==> src/rtl/vga_pkg.sv <==
// Shared constants and FSM encoding for the VGA frame reader.
// Word size and default 640x480 frame geometry.
package vga_pkg;

  localparam int WORD_BYTES = 4;
  localparam int FRAME_W = 640;
  localparam int FRAME_H = 480;
  localparam int DEF_FRAME_WORDS = FRAME_W * FRAME_H;
  localparam int DEF_FIFO_DEPTH = 16;

  typedef enum logic [1:0] {
    IDLE  = 2'd0,
    FETCH = 2'd1,
    DRAIN = 2'd2
  } state_t;

endpackage

==> src/rtl/vga_pixel_fifo.sv <==
// First-word-fall-through pixel FIFO with occupancy count.
// Pops on empty and pushes on full are ignored; flush empties it.
module vga_pixel_fifo #(
  parameter int DEPTH = 16,
  parameter int W = 32,
  localparam int AW = $clog2(DEPTH)
) (
  input  logic          clk,
  input  logic          reset_n,
  input  logic          flush,
  input  logic          push,
  input  logic [W-1:0]  push_data,
  input  logic          pop,
  output logic [W-1:0]  head,
  output logic          valid,
  output logic [AW:0]   count
);

  logic [W-1:0]  mem [DEPTH];
  logic [AW-1:0] wr_ptr;
  logic [AW-1:0] rd_ptr;
  logic [AW:0]   count_q;
  logic          do_push;
  logic          do_pop;

  assign do_push = push && (count_q != (AW+1)'(DEPTH));
  assign do_pop  = pop && (count_q != '0);

  assign head  = mem[rd_ptr];
  assign valid = (count_q != '0);
  assign count = count_q;

  // pointer and occupancy bookkeeping
  always_ff @(posedge clk or negedge reset_n) begin
    if (!reset_n) begin
      wr_ptr  <= '0;
      rd_ptr  <= '0;
      count_q <= '0;
    end else if (flush) begin
      wr_ptr  <= '0;
      rd_ptr  <= '0;
      count_q <= '0;
    end else begin
      if (do_push) wr_ptr <= wr_ptr + 1'b1;
      if (do_pop)  rd_ptr <= rd_ptr + 1'b1;
      count_q <= count_q + (AW+1)'(do_push)
                         - (AW+1)'(do_pop);
    end
  end

  // storage write; contents need no reset
  always_ff @(posedge clk) begin
    if (do_push && !flush) mem[wr_ptr] <= push_data;
  end

endmodule

==> src/rtl/vga_frame_reader.sv <==
// Avalon-MM frame fetcher feeding a pixel FIFO.
// Reads are throttled by FIFO space and a latency credit.
module vga_frame_reader
  import vga_pkg::*;
#(
  parameter int FRAME_WORDS = DEF_FRAME_WORDS,
  parameter int FIFO_DEPTH = DEF_FIFO_DEPTH
) (
  input  logic        clk,
  input  logic        reset_n,
  input  logic        vga_start,
  input  logic [31:0] frame_buffer_base_address,
  input  logic [7:0]  memory_latency,
  output logic [31:0] master_address,
  output logic        master_read,
  input  logic        master_waitrequest,
  input  logic [31:0] master_readdata,
  input  logic        master_readdatavalid,
  output logic [31:0] pixel_data,
  output logic        pixel_valid,
  input  logic        pixel_ready,
  output logic        frame_done
);

  localparam int CW = $clog2(FIFO_DEPTH) + 1;

  state_t        state_q, state_d;
  logic [31:0]   addr_q, addr_d;
  logic          read_q, read_d;
  logic [7:0]    lat_q, lat_d;
  logic [31:0]   issued_q, issued_d;
  logic [31:0]   returned_q, returned_d;
  logic [CW-1:0] out_q, out_d;
  logic          aborted_q, aborted_d;

  logic          accept;
  logic          push;
  logic          pop;
  logic          flush;
  logic [CW-1:0] fifo_count;
  logic [CW-1:0] out_n;
  logic [CW-1:0] cnt_n;
  logic [31:0]   issued_n;
  logic [7:0]    lat_eff;
  logic          room;
  logic          credit;
  logic          more;

  assign accept = read_q && !master_waitrequest;
  // data with nothing outstanding is stale (e.g. from before reset)
  assign push = master_readdatavalid && (out_q != '0);
  assign pop  = pixel_valid && pixel_ready;

  assign out_n    = out_q + CW'(accept) - CW'(push);
  assign cnt_n    = fifo_count + CW'(push) - CW'(pop);
  assign issued_n = issued_q + 32'(accept);
  assign lat_eff  = (lat_q == 8'd0) ? 8'd1 : lat_q;

  assign room   = (32'(out_n) + 32'(cnt_n) + 32'd1)
                  <= 32'(FIFO_DEPTH);
  assign credit = 32'(out_n) < 32'(lat_eff);
  assign more   = issued_n < 32'(FRAME_WORDS);

  assign master_address = addr_q;
  assign master_read    = read_q;
  assign frame_done     = push &&
    (returned_q == 32'(FRAME_WORDS - 1));

  // state and counter registers
  always_ff @(posedge clk or negedge reset_n) begin
    if (!reset_n) begin
      state_q    <= IDLE;
      addr_q     <= '0;
      read_q     <= 1'b0;
      lat_q      <= '0;
      issued_q   <= '0;
      returned_q <= '0;
      out_q      <= '0;
      aborted_q  <= 1'b0;
    end else begin
      state_q    <= state_d;
      addr_q     <= addr_d;
      read_q     <= read_d;
      lat_q      <= lat_d;
      issued_q   <= issued_d;
      returned_q <= returned_d;
      out_q      <= out_d;
      aborted_q  <= aborted_d;
    end
  end

  // next-state, request generation and frame sequencing
  always_comb begin
    state_d    = state_q;
    addr_d     = addr_q;
    read_d     = read_q;
    lat_d      = lat_q;
    issued_d   = issued_q;
    returned_d = returned_q + 32'(push);
    out_d      = out_n;
    aborted_d  = aborted_q;
    flush      = 1'b0;
    unique case (state_q)
      IDLE: begin
        read_d = 1'b0;
        if (vga_start) begin
          addr_d     = frame_buffer_base_address;
          lat_d      = memory_latency;
          issued_d   = '0;
          returned_d = '0;
          aborted_d  = 1'b0;
          state_d    = FETCH;
        end
      end
      FETCH: begin
        if (accept) begin
          addr_d   = addr_q + 32'(WORD_BYTES);
          issued_d = issued_n;
        end
        if (read_q && master_waitrequest) begin
          read_d = 1'b1;
        end else if (accept &&
                     issued_n == 32'(FRAME_WORDS)) begin
          read_d    = 1'b0;
          aborted_d = 1'b0;
          state_d   = DRAIN;
        end else if (!vga_start) begin
          read_d    = 1'b0;
          aborted_d = 1'b1;
          state_d   = DRAIN;
        end else begin
          read_d = room && credit && more;
        end
      end
      DRAIN: begin
        read_d = 1'b0;
        if (out_q == '0) begin
          if (vga_start) begin
            addr_d     = frame_buffer_base_address;
            lat_d      = memory_latency;
            issued_d   = '0;
            returned_d = '0;
            aborted_d  = 1'b0;
            state_d    = FETCH;
          end else begin
            flush   = aborted_q;
            state_d = IDLE;
          end
        end
      end
      default: begin
        read_d  = 1'b0;
        state_d = IDLE;
      end
    endcase
  end

  vga_pixel_fifo #(
    .DEPTH (FIFO_DEPTH),
    .W     (32)
  ) u_fifo (
    .clk       (clk),
    .reset_n   (reset_n),
    .flush     (flush),
    .push      (push),
    .push_data (master_readdata),
    .pop       (pop),
    .head      (pixel_data),
    .valid     (pixel_valid),
    .count     (fifo_count)
  );

endmodule
==> config.mk <==
export PLATFORM = sky130hd
export DESIGN_NAME = vga_frame_reader
export DESIGN_NICKNAME = d
export VERILOG_FILES = /design/src/rtl/vga_pkg.sv /design/src/rtl/vga_pixel_fifo.sv /design/src/rtl/vga_frame_reader.sv
export SDC_FILE = /design/constraint.sdc
export NUM_CORES = 1
export LEC_CHECK = 0
export ABC_CLOCK_PERIOD_IN_PS = 6100
export CORE_MARGIN = 1.5
export CORE_UTILIZATION = 41
export CTS_CLUSTER_SIZE = 10
export DETAILED_ROUTE_END_ITERATION = 16
export GPL_TIMING_DRIVEN = 0
export SLEW_MARGIN = 0
export SYNTH_ARGS = -nofsm -noshare
export SYNTH_HDL_FRONTEND = slang
export SYNTH_SLANG_ARGS = --single-unit
==> constraint.sdc <==
create_clock -name clk -period 6.1 [get_ports clk]
set_input_delay 1.22 -clock clk [delete_from_list [all_inputs] [get_ports clk]]
set_output_delay 1.22 -clock clk [all_outputs]
set_load 0.02 [all_outputs]
==> results by stage, run 1 <==
Drt:
- Dividing the detail-routed wire length by the instance count gives 23.6 um.
- In this run the remaining antenna-violating nets after routing total 0.
- The first detailed-routing pass took 5 iterations.
- The aggregate routed wire length is 66500 um.
- The DRC violations left is 0.
- The number of violations reported at the end of detailed-routing iteration 0 is 1535.
- The average via count per standard cell is 5.70.
- The count of vias placed by the detailed router is 16100.

Floorplan:
- The die height is 260 um.
- The initial core utilization is 41.4%.
- The floorplan step defined a die boundary enclosing 67800 um^2.
- The placement row count is 94.
- The die boundary width is 260 um.
- Pin placement for this block handled 145 I/O pins.
- The area of the core is 65600 um^2.

Worst setup path:
- STA classifies the critical path startpoint as a register.
- The reg-to-reg critical path startpoint is u_fifo.count[3].
- The kind of end point of the critical path is a primary output.
- The startpoint-to-endpoint class of the critical path is reg -> out.
- The depth of the worst register-to-register path is 17.
- In this run the register-to-register setup slack is 1620 ps.
- In this run the worst path has a maximum fanout of 10.
- Data arrives at the worst endpoint at 3840 ps.
- The required time at the worst-slack endpoint is 4880 ps.
- The endpoint of the most critical register-to-register path is master_read.

Final layout:
- The library cell used most frequently in the layout, excluding fill and tap cells, is edfxtp_1.
- The layout net count is 2028.
- The fraction of layout instances using a drive strength above 1 is 17.4%.
- In the layout the commonest cells are edfxtp_1 (512), mux4_2 (160), clkdlybuf4s50_1 (143), dfrtp_1 (126), nor2_1 (94).
- The final cell utilization of the core is 49.7%.
- The post-route cell area is 32600 um^2.
- The number of antenna diodes in the final layout is 0.
- The fill cell instance count of the final layout is 5484.
- The layout overhead on the synthesized area is 20.0%.

Clock network:
- The tree is rooted in a clkbuf_16.
- The clock insertion delay at the later pin of the skew report is 610 ps.
- Clock-pin slew was measured on the worst setup and hold paths at 50 ps.
- The number of gates resized after CTS was 0.
- The number of CTS-inserted buffers is 77.
- Buffers added to address setup during post-CTS repair amount to 0.
- In this run the deepest clock path goes through 3 buffers.
- The CTS H-tree depth is 3.
- The CTS tree is done.
- The total number of clock tree sinks is 638.
- In this run, post-CTS hold repair placed 0 buffers.

Pwr:
- Summed over all nets, the switching power comes to 5.13 mW.
- The leakage power summed over all cells is 11.2 nW.
- Of the total power, combinational logic draws 36.9%.
- The clock network accounts for 27.5% of the total power.
- The sequential cell fraction of total power is 35.6%.
- The internal power is 10.5 mW.
- The fraction of power spent switching nets is 32.9%.
- Power spread over the standard cell area amounts to 478 nW/um^2.
- The completed layout was analyzed and its total power is 15.6 mW.
- Across the VDD grid, the largest voltage drop is 0.000300 V.

Timing:
- Once routing completed, OpenROAD measured the worst setup slack at 1040 ps.
- Based on the critical path, the design can be clocked at up to 198 MHz.
- Setup repair after global routing left no endpoint under its margin.
- The number of endpoints with negative hold slack in the final report is 0.
- Measured against its own limit, the worst slew margin works out to 22.3%.
- The final worst-path cycle share is 83.0%.
- Setup violations remaining at the end of the flow were counted as 0.
- Hold is met by 483 ps.
- The largest clock skew in the final design is 21.6 ps.
- The count of final max-slew check failures is 0.
- At the pin with the least slew margin, the transition time is 1170 ps.
- The routed design could run at a clock period as short as 5060 ps.

Place:
- The setup slack after placement is 963 ps.
- Routability-driven placement finished with a final weighted congestion of 0.884.
- Summing all placed instances gives a cell area of 30200 um^2.
- Buffers placed on the I/O ports in this run total 144.
- Summed over all nets, the half-perimeter wirelength after detailed placement is 42900 um.

Status:
- The run finished with clean final reports.

Synthesis:
- In this run the mean area of a mapped cell was 16.3 um^2.
- The area share of and/or/nand/nor cells after synthesis is 7.65%.
- The commonest register cell after synthesis is edfxtp_1.
- Sequential elements use 68.2% of the synthesized area.
- The net count after synthesis is 1776.
- The synthesized netlist devotes 1.89% of its cell area to XOR and XNOR gates.
- After Yosys synthesis, full adders, half adders and majority gates account for 1.74% of the synthesized area.
- The synthesized netlist devotes 5.18% of its cell area to compound gates.
- The count of unique library cells instantiated by Yosys is 69.
- For this run, asynchronously set or reset flops after synthesis account for 19.7%.
- The largest family of logic cells by synthesized area is multiplexers.
- Yosys printed 0 warnings.
- The cell count after synthesis is 1662.
- The post-synthesis mux area share is 13.4%.
- In this run, synthesis inferred 512 flip-flops with an integrated enable.
- The synthesized netlist occupies a cell area of 27200 um^2.
- Counting flops and latches in the post-synthesis netlist gives 638.

Min path:
- The min-delay analysis places its worst path in the category reg -> reg.
- The worst hold path begins at master_address[0].
- For hold timing, the worst endpoint is master_address[0].
- The number of cells on the worst hold path is 2.

Global route:
- The global-route met2 utilization is 32.7%.
- Global routing used 19.9% of the available tracks across all layers.
- The first global-routing pass estimated 101000 um of wire.
- For this run, global-route usage on met1 was measured as 27.5%.
- The number of antenna violations at the first check in global routing is 4.
- The pin count of the biggest net entering global routing is 65.
- The via count of the first global-routing pass was 16300.
- For this run, global-route usage on met3 was measured as 3.61%.
- The busiest layer in global routing is met2.
- For this run the aggregate overflow at the end of global routing stands at 0.

Run:
- Across the run, the number of max-cap violations was 0.
-- cell families (layout without fill, tap and decap cells) --
logic type,Yosys count,after routing
buffers and inverters,130,420
multiplexers,164,164
AO/OA/AOI/OAI,238,238
AND/OR/NAND/NOR,399,399
adder cells (fa/ha/maj),36,36
flip-flops,638,638
XOR/XNOR,57,57
-- cell usage after synthesis (4+ instances only) --
cell / number / share of area, %
a21oi_1: 70 / 1.3
a31oi_1: 20 / 0.46
a32oi_1: 4 / 0.13
and2_1: 11 / 0.25
and3_1: 25 / 0.58
and4_1: 11 / 0.35
buf_1: 10 / 0.14
buf_2: 21 / 0.39
clkbuf_1: 66 / 0.91
dfrtp_1: 126 / 12
edfxtp_1: 512 / 57
ha_1: 33 / 1.5
inv_1: 32 / 0.44
mux4_2: 160 / 13
nand2_1: 92 / 1.3
nand2b_1: 6 / 0.14
nand3_1: 46 / 0.85
nand4_1: 35 / 0.81
nor2_1: 106 / 1.5
nor2b_1: 8 / 0.18
nor3_1: 15 / 0.28
nor4_1: 9 / 0.21
o21a_1: 4 / 0.11
o21ai_0: 84 / 1.5
o22a_1: 9 / 0.29
o22ai_1: 6 / 0.14
o31ai_1: 12 / 0.33
or2_2: 4 / 0.092
or3_1: 8 / 0.18
xnor2_1: 24 / 0.77
xor2_1: 32 / 1.0
-- through the flow --
step / TNS (ps) / cells
final: 0 / 2816
after global routing: 0 / 2816
after CTS: 0 / 2816
after detailed placement: 0 / 2699
after global placement: -652360 / 2670
after floorplan: 0 / 1662
-- worst max path at each step --
stage / start / end / slack (ps) / cells past startpoint
3_3_place_gp: master_readdatavalid / u_fifo.mem[0][13] / -2370 / 5
5_1_grt: u_fifo.rd_ptr[0] / pixel_data[30] / 880 / 6
3_5_place_dp: master_waitrequest / master_read / 960 / 18
2_1_floorplan: master_readdatavalid / u_fifo.mem[3][0] / 1360 / 4
4_1_cts: u_fifo.rd_ptr[0] / pixel_data[30] / 990 / 6
6_report: u_fifo.rd_ptr[0] / pixel_data[30] / 1040 / 6
-- critical path, stage by stage, from the launching register on --
cell             delay (ps)
dfrtp_1                 350
clkbuf_1                200
clkbuf_1                470
buf_2                   500
mux4_2                  570
mux4_2                  470
clkdlybuf4s50_1         670
-- area by class of cell --
cell class / instances / area [um^2] / share of cell area, %
flip-flops and latches: 638 / 18500 / 56.9
multi-input cells: 894 / 8230 / 25.3
clock buffers: 106 / 2140 / 6.57
repair buffers: 173 / 1890 / 5.79
well taps: 864 / 1080 / 3.32
plain buffers: 98 / 402 / 1.23
clock inverters: 11 / 203 / 0.622
inverters: 32 / 120 / 0.369
-- per-layer routing --
metal	share of wire, %	up-vias
met1	43	8355
met5	0.084	-
met2	49	515
li1	-	7068
met4	2.1	8
met3	5.8	114
-- power groups by stage --
stage / sequential, mW / clock [mW] / combinational [mW]
floorplan: 5.70 / 0 / 3.55
global placement: 5.65 / 0 / 5.60
detailed placement: 5.63 / 0 / 5.81
CTS: 5.55 / 4.37 / 5.84
global route: 5.60 / 4.55 / 6.22
finish: 5.55 / 4.29 / 5.75
-- sequential cells by signal, summed over array words and instances (netlist names) --
name	cells
u_fifo.count	5
aborted_q	1
lat_q	8
returned_q	32
u_fifo.mem	512
out_q	5
master_address	32
issued_q	32
u_fifo.wr_ptr	4
u_fifo.rd_ptr	4
state_q	2
master_read	1
Power figures use the tool's default switching activity.
==> run 2, diff against run 1 <==
--- a/config.mk
+++ b/config.mk
@@ -5,7 +5,7 @@
 export SDC_FILE = /design/constraint.sdc
 export NUM_CORES = 1
 export LEC_CHECK = 0
-export ABC_CLOCK_PERIOD_IN_PS = 6100
+export ABC_CLOCK_PERIOD_IN_PS = 4350
 export CORE_MARGIN = 1.5
 export CORE_UTILIZATION = 41
 export CTS_CLUSTER_SIZE = 10
==> constraint.sdc (replaced) <==
create_clock -name clk -period 4.35 [get_ports clk]
set_input_delay 0.87 -clock clk [delete_from_list [all_inputs] [get_ports clk]]
set_output_delay 0.87 -clock clk [all_outputs]
set_load 0.02 [all_outputs]
==> results by stage, run 2 (synthesized netlist as in run 1, its figures left out) <==
Floorplan:
- The die height is 260 um (unchanged).
- The number of primary I/O pins is 145 (unchanged).
- The floorplan die area was 67800 um^2 (unchanged).
- The placement row count was 94 (unchanged).
- The area of the core is 65600 um^2 (unchanged).
- The die boundary width came to 260 um (unchanged).
- The initial core utilization is 41.4% (unchanged).

Global route:
- The wire length of the first global-routing pass is 101000 um (+0.28%).
- The via count of the first global-routing pass is 16400 (+0.89%).
- The pin count of the biggest net entering global routing came to 69 (+6.2%).
- The total routing usage reported by global routing is 20.0% (+0.085 points).
- The number of antenna violations at the first check in global routing is 4 (unchanged).
- The total grt overflow is 0 (unchanged).

Final layout:
- The layout overhead on the synthesized area is 20.0% (about the same).
- The fill cell instance count of the final layout came to 5482 (-0.036%).
- The leading cell type in the layout, fill and taps excluded is edfxtp_1.
- The fraction of layout instances using a drive strength above 1 is 18.3% (+0.89 points).
- The flip-flop count of the largest register, all copies and words added came to 512 (unchanged).
- The layout net count is 2022 (-0.30%).
- The area used by multi-input combinational logic was 8260 um^2 (+0.36%).
- The area taken by flip-flops and latches is 18500 um^2 (unchanged).
- The library cells used most frequently in the layout, excluding fill and tap cells, are edfxtp_1 (512), mux4_2 (160), clkdlybuf4s50_1 (141), dfrtp_1 (126), nor2_1 (94).
- The number of cells in the finished layout apart from fillers is 2804 (-0.43%).
- The largest register by flop count is u_fifo.mem.

Worst setup path:
- The worst endpoint data arrival time is 3340 ps (-500 ps).
- The worst setup path is of the reg -> out kind.
- The register-to-register setup slack came to 250 ps (-1370 ps).
- The launching element type of the critical path is a register.
- The worst register-to-register path ends at master_read.
- The depth of the worst register-to-register path came to 16 (-1).
- The reg-to-reg critical path startpoint is u_fifo.count[2].
- STA classifies the critical path endpoint as a primary output.
- The largest fanout of any net on the critical path was 10 (unchanged).
- The required time at the worst-slack endpoint is 3480 ps (-1400 ps).

Timing:
- The worst-case headroom to the max-slew limit came to 27.9% (+5.7 points).
- The worst slack on hold paths came to 248 ps (-235 ps).
- The final number of setup-violating endpoints is 0 (unchanged).
- The largest clock skew in the final design is 26.6 ps (+4.98 ps).
- The count of final max-slew check failures came to 0 (unchanged).
- The sum of negative setup slack is 0 ps (unchanged).
- The maximum clock frequency is 237 MHz.
- The clock period could shrink to 4210 ps.
- In the finished design, the share of the clock period the worst path needs comes to 96.8%.
- The slew of the pin with the lowest slew margin was 1080 ps (-88.8 ps).
- The number of endpoints with negative hold slack in the final report was 0 (unchanged).
- Setup repair after global routing left no endpoint under its margin.

Pwr:
- The sequential cell fraction of total power is 35.8% (+0.2 points).
- The internal power is 14.5 mW (+39%).
- The total net switching power is 7.19 mW (+40%).
- The leakage power summed over all cells is 11.2 nW (+0.15%).
- The maximum VDD drop was 0.000408 V (+36%).
- The areal power density over the cells is 667 nW/um^2 (+39%).
- The overall power after layout came to 21.7 mW (+39%).
- The portion of total power attributed to combinational logic was 37.4% (+0.5 points).
- The fraction of power spent switching nets is 33.1% (+0.13 points).
- The part of the power in the clock network was 26.8% (-0.7 points).

Clock network:
- The number of buffers added to fix hold violations after cts is 0 (unchanged).
- The clock input transition at the sequential cells of the worst setup and hold paths was 60 ps (about the same).
- The total number of clock tree sinks is 638 (unchanged).
- The maximum buffer depth of the clock tree was 3 (unchanged).
- The number of buffers added for setup after CTS is 0 (unchanged).
- Clock tree synthesis selected as its root buffer the cell clkbuf_16.
- The CTS H-tree depth is 3 (unchanged).
- The number of CTS-inserted buffers is 76 (-1.3%).
- TritonCTS built the clock tree.
- The clock insertion delay at the later pin of the skew report is 620 ps (about the same).

Drt:
- The aggregate routed wire length is 66300 um (-0.22%).
- The number of violations reported at the end of detailed-routing iteration 0 came to 1453 (-5.3%).
- The post-detailed-route count of antenna-violating nets came to 0 (unchanged).
- The DRC violations left was 0 (unchanged).
- The average via count per standard cell is 5.65 (-0.89%).
- The count of vias placed by the detailed router is 15800 (-1.3%).
- The count of TritonRoute iterations in the first routing pass was 5 (unchanged).
- The average routed wire per standard cell is 23.6 um (+0.21%).

Place:
- The number of buffer cells added on primary ports is 144 (unchanged).
- The number of instances in the placed design is 2695 (-0.15%).
- The final HPWL from detailed placement is 42900 um (about the same).
- The final weighted congestion in routability-driven placement is 0.890 (+0.63%).

Status:
- The run finished with clean final reports.

Run:
- The number of maximum-capacitance violations is 0 (unchanged).

Min path:
- The kind of path behind the tightest hold check is in -> async.
run 2: cell types whose count changed in the layout (fill, tap and decap cells not counted), moves of 3 or more:
cell / previous run / this run
clkbuf_1: 88 / 69
clkbuf_2: 0 / 13
buf_2: 21 / 11
buf_1: 10 / 6
buf_8: 0 / 4
buf_6: 17 / 20
clkbuf_16: 80 / 77
run 2: cell type report:
type | instances | area share (%)
antenna | 1 | 0.00767
multi-input combinational | 894 | 25.3
buffer | 97 | 1.57
clock inverter | 12 | 0.710
timing repair buffer | 169 | 5.69
tap | 864 | 3.32
clock buffer | 97 | 6.20
sequential | 638 | 56.8
inverter | 32 | 0.368
run 2: how the worst max path moves through the flow:
stage,cells after the start,startpoint,endpoint,slack (ps)
3_5_place_dp,18,master_readdatavalid,master_read,-420
3_3_place_gp,5,master_readdatavalid,u_fifo.mem[0][13],-3600
5_1_grt,5,u_fifo.rd_ptr[1],pixel_data[22],0.4
6_report,6,u_fifo.rd_ptr[0],pixel_data[30],140
4_1_cts,6,u_fifo.rd_ptr[0],pixel_data[0],-10
2_1_floorplan,4,master_readdatavalid,u_fifo.mem[0][0],6
run 2: critical path, cell delays in order (launching register included):
cell and delay, ps:
dfrtp_1 350, clkbuf_1 190, buf_4 280, buf_6 240, mux4_2 530, mux4_2 550, clkdlybuf4s50_1 580
run 2: stage by stage:
stage | setup WS (ps) | instance area [um^2] | utilization (%)
floorplan | 6.45 | 27200 | -
global placement | -3600 | 29700 | 45.2
detailed placement | -417 | 30200 | 46.1
CTS | -14.0 | 32600 | 49.6
global route | 0.388 | 32600 | 49.7
finish | 138 | 32600 | 49.7
run 2: power groups by stage:
stage	Sequential, mW	Clock, mW	Combinational [mW]
after detailed placement	7.90	0	8.12
final	7.79	5.82	8.13
after CTS	7.79	5.94	8.23
after floorplan	7.99	0	4.98
after global routing	7.85	6.19	8.83
after global placement	7.92	0	7.85
run 2: repair_timing:
item,CTS,global route
cloned,0,0
hold endpoints to repair,0,0
endpoints found under the setup margin,33,26
gates resized for setup,40,16
run 2: layer usage:
layer,GRT usage [%],wire (um),vias up
li1,-,-,7050
met5,0,46,-
met1,26.8,28100,8189
met3,4.18,3890,102
met4,5.33,1300,6
met2,33.4,33000,502
==> run 3, diff against run 2 <==
--- a/config.mk
+++ b/config.mk
@@ -6,7 +6,6 @@
 export NUM_CORES = 1
 export LEC_CHECK = 0
 export ABC_CLOCK_PERIOD_IN_PS = 4350
-export CORE_MARGIN = 1.5
 export CORE_UTILIZATION = 41
 export CTS_CLUSTER_SIZE = 10
 export DETAILED_ROUTE_END_ITERATION = 16
==> results by stage, run 3 (synthesized netlist as in run 1, its figures left out) <==
Floorplan:
- The die height came to 259 um (-0.38%).
- The placement row count is 94 (unchanged).
- The die boundary width is 259 um (-0.38%).
- The floorplan die area came to 67300 um^2 (-0.77%).
- The area of the core is 65600 um^2 (unchanged).
- The initial core utilization is 41.4% (unchanged).
- The number of primary I/O pins is 145 (unchanged).

Clock network:
- The maximum buffer depth of the clock tree is 3 (unchanged).
- The number of buffers added to fix hold violations after cts is 0 (unchanged).
- The number of buffers added for setup after CTS came to 0 (unchanged).
- TritonCTS built the clock tree.
- The clock input transition at the sequential cells of the worst setup and hold paths is 60 ps (about the same).
- The number of CTS-inserted buffers is 77 (+1.3%).
- The CTS H-tree depth came to 3 (unchanged).
- In this run the clock root is driven by a clkbuf_16.
- The clock insertion delay at the later pin of the skew report is 640 ps (+20 ps).
- The total number of clock tree sinks came to 638 (unchanged).

Timing:
- The slew of the pin with the lowest slew margin came to 1120 ps (+44.7 ps).
- The worst slack on hold paths is 209 ps (-39.4 ps).
- The post-route minimum period is 4180 ps (-30.9 ps).
- The worst-case headroom to the max-slew limit was 24.9% (-3.0 points).
- The setup slack after layout is 169 ps (+30.9 ps).
- The maximum clock frequency is 239 MHz (+0.74%).
- The final number of setup-violating endpoints is 0 (unchanged).
- The number of endpoints with negative hold slack in the final report is 0 (unchanged).
- Setup repair after global routing left no endpoint under its margin.
- The final worst-path cycle share is 96.1% (-0.71 points).
- The largest clock skew in the final design was 34.5 ps (+7.94 ps).
- The count of final max-slew check failures came to 0 (unchanged).

Worst setup path:
- The register-to-register setup slack is 360 ps (+110 ps).
- In this run the critical register-to-register path is launched from u_fifo.count[3].
- The critical path in this run is classified as reg -> out.
- The slowest stage of the critical path belongs to the cell clkdlybuf4s50_1.
- The signal on the critical path passes through clkbuf_2 -> clkbuf_2 -> mux4_2 -> mux4_2 -> clkdlybuf4s50_1.
- The worst setup path is captured at a primary output.
- The worst register-to-register path ends at master_read.
- The required time at the worst-slack endpoint was 3480 ps (about the same).
- The maximum single-stage delay on the critical path is 580 ps (about the same).
- STA classifies the critical path startpoint as a register.
- The depth of the worst register-to-register path was 16 (unchanged).
- The largest fanout of any net on the critical path was 10 (unchanged).
- The worst endpoint data arrival time was 3310 ps (-30 ps).

Global route:
- The pin count of the biggest net entering global routing is 67 (-2.9%).
- The number of antenna violations at the first check in global routing is 5 (+1).
- The total routing usage reported by global routing is 20.1% (+0.092 points).
- The via count of the first global-routing pass is 16200 (-0.99%).
- The wire length of the first global-routing pass is 101000 um (-0.25%).
- The total grt overflow is 0 (unchanged).

Drt:
- The DRC violations left is 0 (unchanged).
- The count of TritonRoute iterations in the first routing pass is 5 (unchanged).
- The average routed wire per standard cell is 23.5 um (-0.44%).
- The average via count per standard cell is 5.67 (+0.28%).
- The count of vias placed by the detailed router is 16000 (+0.78%).
- The number of violations reported at the end of detailed-routing iteration 0 is 1544 (+6.3%).
- The aggregate routed wire length is 66300 um (about the same).
- The post-detailed-route count of antenna-violating nets is 0 (unchanged).

Final layout:
- The area growth from synthesis to layout is 20.3%.
- The fill cell instance count of the final layout is 5448 (-0.62%).
- The final cell utilization of the core is 49.8% (+0.095 points).
- In the layout the commonest cells are edfxtp_1 (512), mux4_2 (160), clkdlybuf4s50_1 (141), dfrtp_1 (126), nor2_1 (94).
- The fraction of layout instances using a drive strength above 1 is 18.2% (-0.080 points).
- The library cell used most frequently in the layout, excluding fill and tap cells, is edfxtp_1.
- The layout net count came to 2024 (+0.099%).
- The number of cells in the finished layout apart from fillers is 2818 (+0.50%).
- The largest register by flop count is u_fifo.mem.
- The flip-flop count of the largest register, all copies and words added came to 512 (unchanged).

Pwr:
- The maximum VDD drop came to 0.000416 V (+2.0%).
- The areal power density over the cells came to 670 nW/um^2 (+0.50%).
- The leakage power summed over all cells is 11.3 nW (+0.41%).
- The overall power after layout is 21.9 mW (+0.70%).

Run:
- The number of maximum-capacitance violations is 0 (unchanged).

Min path:
- The path class of the tightest hold or removal check is in -> async.

Place:
- The setup slack after placement is -409 ps (+8.13 ps).
- The final weighted congestion in routability-driven placement came to 0.879 (-1.2%).
- The final HPWL from detailed placement is 42900 um (about the same).
- The number of instances in the placed design is 2697 (+0.074%).
- The number of buffer cells added on primary ports came to 144 (unchanged).

Status:
- The run finished with clean final reports.
run 3: changes by cell type in the layout (fill, tap and decap cells not counted), sizes merged:
| cell | change |
|---|---|
| dlymetal6s2s | +2 |
| clkdlybuf4s18 | -2 |
| clkdlybuf4s15 | +1 |
| clkinvlp | -1 |
| inv | +3 |
| clkbuf | +6 |
| buf | +4 |
| dlygate4sd2 | -2 |
| clkinv | +3 |
run 3: what timing repair did:
item | in CTS | in global routing
gates resized for setup | 38 | 22
pin swaps | 0 | 0
endpoints found under the setup margin | 33 | 27
run 3: area by class of cell:
| class | instances | area (um^2) | share of cell area [%] |
|---|---|---|---|
| sequential | 638 | 18500 | 56.7 |
| inverter | 32 | 120 | 0.368 |
| multi-input combinational | 894 | 8260 | 25.3 |
| tap | 864 | 1080 | 3.31 |
| clock inverter | 17 | 243 | 0.743 |
| buffer | 96 | 507 | 1.55 |
| antenna | 1 | 2.50 | 0.00766 |
| clock buffer | 105 | 2030 | 6.22 |
| timing repair buffer | 171 | 1900 | 5.81 |
run 3: worst max-delay path by stage:
stage | start | to | slack (ps) | cells after the start
floorplan | master_readdatavalid | u_fifo.mem[0][0] | 6 | 4
global placement | master_readdatavalid | u_fifo.mem[0][13] | -3680 | 5
detailed placement | master_waitrequest | master_read | -410 | 18
CTS | u_fifo.rd_ptr[0] | pixel_data[30] | 20 | 6
global route | u_fifo.rd_ptr[0] | pixel_data[16] | 20 | 5
finish | u_fifo.rd_ptr[1] | pixel_data[29] | 170 | 5
run 3: where the power goes:
group	leakage, nW	total [mW]	internal, mW	switching, mW
Sequential	6.24	7.81	7.41	0.399
Clock	1.09	5.87	3.40	2.47
Combinational	3.95	8.20	3.78	4.43
run 3: worst max-delay path: cells and delay by family, from the launching register on:
| kind | cells | cell delay (ps) |
|---|---|---|
| multiplexers | 2 | 930 |
| flip-flops | 1 | 420 |
| buffers and inverters | 3 | 1330 |
run 3: layer usage:
metal  routed length [um]  GRT usage, %
met2                32300          32.6
met5                   48             0
met4                 1690          6.73
met1                28700          27.3
met3                 3580          3.88
run 3: per-stage QoR:
stage	area, um^2	setup TNS, ps
final	32700	0
after global routing	32700	0
after CTS	32600	0
after detailed placement	30300	-409
after global placement	29700	-1464110
after floorplan	27200	0
